`config.mk`:
```
export PLATFORM = sky130hd
export DESIGN_NAME = seg7_scan_driver
export DESIGN_NICKNAME = d
export VERILOG_FILES = /design/src/rtl/seg7_pkg.sv /design/src/rtl/seg7_decode.sv /design/src/rtl/seg7_scan_driver.sv
export SDC_FILE = /design/constraint.sdc
export NUM_CORES = 1
export LEC_CHECK = 0
export ABC_CLOCK_PERIOD_IN_PS = 5400
export BUFFER_PORTS_ARGS = -buffer_cell sky130_fd_sc_hd__buf_2
export CELL_PAD_IN_SITES_DETAIL_PLACEMENT = 0
export CELL_PAD_IN_SITES_GLOBAL_PLACEMENT = 2
export CORE_ASPECT_RATIO = 1.4
export CORE_UTILIZATION = 38
export CTS_CLUSTER_SIZE = 28
export DETAILED_ROUTE_END_ITERATION = 10
export GPL_ROUTABILITY_DRIVEN = 0
export PLACE_DENSITY_LB_ADDON = 0.1
export SYNTH_ARGS = -nofsm -noshare
export SYNTH_HDL_FRONTEND = slang
export SYNTH_SLANG_ARGS = --single-unit
```
`constraint.sdc`:
```
create_clock -name clk -period 5.4 [get_ports clk]
set_input_delay 1.08 -clock clk [delete_from_list [all_inputs] [get_ports clk]]
set_output_delay 1.08 -clock clk [all_outputs]
set_load 0.01 [all_outputs]
```
`src/rtl/seg7_pkg.sv`:
```
// rtl/seg7_pkg.sv - shared constants and helpers for the 7-segment scan driver
package seg7_pkg;

    // All segments off (active-low)
    localparam logic [6:0] SEG_BLANK = 7'h7F;

    // Active-low segment codes g..a for nibble values 0..15.
    // Entries 10..15 are only used when hex digits are compiled in.
    localparam logic [6:0] SEG_CODE [16] = '{
        7'h40, 7'h79, 7'h24, 7'h30, 7'h19, 7'h12, 7'h02, 7'h78,
        7'h00, 7'h10, 7'h08, 7'h03, 7'h46, 7'h21, 7'h06, 7'h0E
    };

    // Extract BCD digit k from a packed word (digit 0 in the low nibble)
    function automatic logic [3:0] digit_at(input logic [31:0] word, input int k);
        logic [31:0] shifted;
        shifted = word >> (4 * k);
        return shifted[3:0];
    endfunction

endpackage

```
`src/rtl/seg7_decode.sv`:
```
// rtl/seg7_decode.sv - nibble to active-low segments; SEG7_HEX_DIGITS_EN enables A..F glyphs
module seg7_decode
    import seg7_pkg::*;
(
    input  logic [3:0] digit,
    output logic [6:0] seg_n
);

    // Table lookup; codes above 9 are blank unless hex glyphs are built in
    always_comb begin
        seg_n = SEG_BLANK;
`ifdef SEG7_HEX_DIGITS_EN
        seg_n = SEG_CODE[digit];
`else
        if (digit <= 4'd9) begin
            seg_n = SEG_CODE[digit];
        end
`endif
    end

endmodule

```
`src/rtl/seg7_scan_driver.sv`:
```
// rtl/seg7_scan_driver.sv - multiplexed N-digit 7-segment scan driver (hex glyphs via SEG7_HEX_DIGITS_EN)
module seg7_scan_driver
    import seg7_pkg::*;
#(
    parameter int NUM_DIGITS = 4,
    parameter int DIV        = 50000
) (
    input  logic                    clk,
    input  logic                    rst,
    input  logic                    load,
    input  logic [4*NUM_DIGITS-1:0] digits_in,
    input  logic                    blank_lz,
    output logic [6:0]              seg_n,
    output logic [NUM_DIGITS-1:0]   an_n
);

    localparam int PRE_W = (DIV > 1) ? $clog2(DIV) : 1;
    localparam int IDX_W = (NUM_DIGITS > 1) ? $clog2(NUM_DIGITS) : 1;
    localparam logic [PRE_W-1:0] PRE_MAX = PRE_W'(DIV - 1);
    localparam logic [IDX_W-1:0] IDX_MAX = IDX_W'(NUM_DIGITS - 1);

    logic [PRE_W-1:0]        pre_cnt_q, pre_cnt_d;
    logic [IDX_W-1:0]        idx_q, idx_d;
    logic [4*NUM_DIGITS-1:0] disp_reg_q, disp_reg_d;
    logic [6:0]              seg_n_q, seg_n_d;
    logic [NUM_DIGITS-1:0]   an_n_q, an_n_d;

    logic                    adv;
    logic [3:0]              sel_digit;
    logic [6:0]              dec_seg_n;
    logic                    lz_zero;
    logic                    lz_blank;

    // Prescaler, digit index and display latch next-state
    always_comb begin
        adv        = (pre_cnt_q == PRE_MAX);
        pre_cnt_d  = adv ? '0 : pre_cnt_q + PRE_W'(1);
        idx_d      = idx_q;
        if (adv) begin
            idx_d = (idx_q == IDX_MAX) ? '0 : idx_q + IDX_W'(1);
        end
        // Loads are never gated by the scan position
        disp_reg_d = load ? digits_in : disp_reg_q;
    end

    // Select the digit being scanned and check whether it and all above are zero
    always_comb begin
        sel_digit = digit_at(32'(disp_reg_q), int'(idx_q));
        lz_zero   = 1'b1;
        for (int k = 0; k < NUM_DIGITS; k++) begin
            if (k >= int'(idx_q) && digit_at(32'(disp_reg_q), k) != 4'd0) begin
                lz_zero = 1'b0;
            end
        end
        // The rightmost digit always shows, so a zero value reads "0"
        lz_blank = blank_lz && (idx_q != '0) && lz_zero;
    end

    seg7_decode u_decode (
        .digit (sel_digit),
        .seg_n (dec_seg_n)
    );

    // Registered pin drive; the advance cycle is dark to stop ghosting between digits
    always_comb begin
        seg_n_d = SEG_BLANK;
        an_n_d  = '1;
        if (!adv) begin
            an_n_d  = ~(NUM_DIGITS'(1) << idx_q);
            seg_n_d = lz_blank ? SEG_BLANK : dec_seg_n;
        end
    end

    // State registers with synchronous active-high reset
    always_ff @(posedge clk) begin
        if (rst) begin
            pre_cnt_q  <= '0;
            idx_q      <= '0;
            disp_reg_q <= '0;
            seg_n_q    <= SEG_BLANK;
            an_n_q     <= '1;
        end else begin
            pre_cnt_q  <= pre_cnt_d;
            idx_q      <= idx_d;
            disp_reg_q <= disp_reg_d;
            seg_n_q    <= seg_n_d;
            an_n_q     <= an_n_d;
        end
    end

    assign seg_n = seg_n_q;
    assign an_n  = an_n_q;

endmodule

```
==> results.sh <==
export IMPL_crit_end="seg_n[2]"
export IMPL_finalHoldViolations=0
export IMPL_synthMuxAreaShare=0.152
export IMPL_ys_ff_latch=45
export IMPL_ys_seq_area_frac=0.436
export IMPL_start_kind="register"
export IMPL_synth_xor_area_frac=0.0636
export IMPL_finClkSkew_ps=3.59
export IMPL_drtPass1Iterations=4
export IMPL_seqPwrFrac=0.572
export IMPL_regToRegSetupSlack_ps=3130
export IMPL_vias_per_cell=5.00
export IMPL_crit_path_top_delay_cell="mux4_2"
export IMPL_cts_setup_buffers=0
export IMPL_p_switching_mw=0.144
export IMPL_dp_hpwl_mm=3.29
export IMPL_final_common_cell="dfxtp_1"
export IMPL_drtIter0Drc=68
export IMPL_path_cells="mux4_2, inv_1, ha_1, nor2_1, o21ai_1, o311a_2, o311ai_1"
export IMPL_synthCells=212
export IMPL_p_sw_frac=0.231
export IMPL_synthSimpleGateAreaFrac=0.197
export IMPL_clock_latency_ps=280
export IMPL_cts_reportedPaths_clkPinSlew_ps=80
export IMPL_hp_class="reg -> reg"
export IMPL_dp_cells=299
export IMPL_clock_sinks=45
export IMPL_synth_warnings=0
export IMPL_initial_core_util=0.397
export IMPL_power_density_nw_per_um2=266
export IMPL_rsz0062_at_grt="false"
export IMPL_clock_power_share=0.324
export IMPL_synth_fa_ha_area_frac=0.0727
export IMPL_cp_required_ps=5560
export IMPL_grt_pass1_wl_mm=6.92
export IMPL_synth_top_family_by_area="simple AND/OR/NAND/NOR gates"
export IMPL_root_buffer="clkbuf_8"
export IMPL_layout_common_cells="45 x dfxtp_1, 40 x nor2_1, 30 x buf_2"
export IMPL_vias=1529
export IMPL_avgSynthCellArea_um2=9.74
export IMPL_internal_power_mw=0.478
export IMPL_cts_buffers=5
export IMPL_grt_max_degree=21
export IMPL_crit_type="reg -> reg"
export IMPL_synth_compound_area_frac=0.0382
export IMPL_die_area_um2=5740
export IMPL_cap_violations=0
export IMPL_die_height_um=89.2
export IMPL_drive_gt1_frac=0.183
export IMPL_critical_path_max_stage_delay_ps=630
export IMPL_die_x_um=64.3
export IMPL_core_um2=5200
export IMPL_routedWlPerCell_um=13.8
export IMPL_reg2regPathDepth=7
export IMPL_rows=31
export IMPL_fmax_mhz=441
export IMPL_status="completed"
export IMPL_portBuffers=30
export IMPL_cts_resized=0
export IMPL_ys_types=34
export IMPL_clockBufferDepth=2
export IMPL_grtUsageTotal=0.159
export IMPL_synth_fp_nets=244
export IMPL_tightest_slew_ps=555
export IMPL_grt_pass1_vias=1577
export IMPL_antenna_cells=0
export IMPL_arrival_ps=2430
export IMPL_ctsHoldBuffers=0
export IMPL_fillers=529
export IMPL_area_growth_pct=13.2
export IMPL_crit_fanout=10
export IMPL_finalWirelength_mm=4.21
export IMPL_path_delay_family="multiplexers"
export IMPL_overflow=0
export IMPL_ir_drop_uv=122
export IMPL_antenna_found_initial=0
export IMPL_layout_min_cycle_time_ps=2270
export IMPL_timing_slew_headroom=0.630
export IMPL_p_comb_frac=0.104
export IMPL_final_nets=272
export IMPL_rr_endpoint="seg_n[2]"
export IMPL_ioPinCount=31
export IMPL_slew_violations=0
export IMPL_crit_reg2reg_launch="idx_q[0]"
export IMPL_p_leak_nw=0.938
export IMPL_antenna_left=0
export IMPL_period_share=0.420
export IMPL_setup_viol=0
export IMPL_crit_path_start="idx_q[0]"
export IMPL_syn_cell_area_um2=2070
export IMPL_htree_levels=2
export IMPL_critPathBufInv=1
export IMPL_endpoint_kind="register"
export IMPL_final_cells=306
export IMPL_setup_tns_final_ps=0
export IMPL_final_area_um2=2340
export IMPL_cp_depth=7
export IMPL_cts_tree="yes"
export IMPL_place_area_um2=2250
export IMPL_drc_errors=0
## metrics by stage
step,power [mW],hold slack [ps],util,worst slack (ps)
floorplan,0.405,430,-,3330
global placement,0.426,447,0.433,3060
detailed placement,0.429,456,0.433,3020
CTS,0.631,476,0.450,3110
global route,0.651,518,0.450,2900
finish,0.622,468,0.450,3130
## worst reg2reg max path, delay by kind of cell, from the launching register on
family | cells | cell delay [ps]
multiplexers | 1 | 640
flip-flops | 1 | 570
AO/OA/AOI/OAI | 3 | 540
adder cells (fa/ha/maj) | 1 | 210
buffers and inverters | 1 | 130
AND/OR/NAND/NOR | 1 | 70
## synthesized netlist by cell type
cell type	number	area [um2]
dfxtp_1	45	901
nor2_1	40	150
mux2i_1	19	190
ha_1	12	150
xnor2_1	12	105
inv_1	10	37.5
nand2_1	10	37.5
nand3_1	8	40.0
nor4_1	8	50.1
nand3b_1	5	37.5
buf_2	4	20.0
mux4_2	4	90.1
nand4_1	4	25.0
clkbuf_1	3	11.3
nor3_1	3	15.0
xor2_1	3	26.3
a21oi_1	2	10.0
and2_1	2	12.5
mux2_2	2	22.5
o21ai_1	2	10.0
a41oi_1	1	8.76
and3_1	1	6.26
and4b_1	1	10.0
buf_1	1	3.75
buf_6	1	11.3
mux2_1	1	11.3
nand2b_1	1	6.26
nor4bb_1	1	10.0
o2111ai_2	1	15.0
o211ai_1	1	7.51
o21bai_1	1	7.51
o311a_2	1	11.3
o311ai_1	1	8.76
or3_1	1	6.26
## flip-flops by register name (all words and copies together), names as in the netlist
name / cells
an_n: 4
disp_reg_q: 16
idx_q: 2
pre_cnt_q: 16
seg_n: 7
## worst min-delay path by stage
| stage | from | end | slack, ps | cells after the start |
|---|---|---|---|---|
| floorplan | pre_cnt_q[0] | pre_cnt_q[0] | 430 | 1 |
| global placement | pre_cnt_q[0] | pre_cnt_q[0] | 450 | 1 |
| detailed placement | pre_cnt_q[0] | pre_cnt_q[0] | 460 | 1 |
| CTS | pre_cnt_q[0] | pre_cnt_q[0] | 480 | 1 |
| global route | pre_cnt_q[0] | pre_cnt_q[0] | 520 | 1 |
| finish | pre_cnt_q[0] | pre_cnt_q[0] | 470 | 1 |
## layout make-up
class	count	area [um2]	area share
repair buffers	30	150	0.0642
inverters	10	37.5	0.0161
well taps	66	82.6	0.0353
clock buffers	7	86.3	0.0369
multi-input cells	148	1080	0.462
flip-flops and latches	45	901	0.385
## cells by family after synthesis
kind of cell / after synthesis
flip-flops: 45
multiplexers: 26
XOR/XNOR: 15
buffers and inverters: 19
AND/OR/NAND/NOR: 85
AO/OA/AOI/OAI: 10
adder cells (fa/ha/maj): 12
## power groups by stage
stage | combinational, mW | clock (mW) | sequential (mW)
final | 0.0646 | 0.201 | 0.356
after global routing | 0.0729 | 0.221 | 0.357
after CTS | 0.0659 | 0.210 | 0.356
after detailed placement | 0.0658 | 0 | 0.364
after global placement | 0.0634 | 0 | 0.363
after floorplan | 0.0418 | 0 | 0.363
## layer usage
layer  GRT usage  vias up  part of all wire
met1       0.148      724              0.39
met4      0.0606        0             0.014
met3      0.0344        6             0.030
met2       0.328       17              0.57
met5           0        -                 0
li1            -      782                 -
Power figures use the tool's default switching activity.
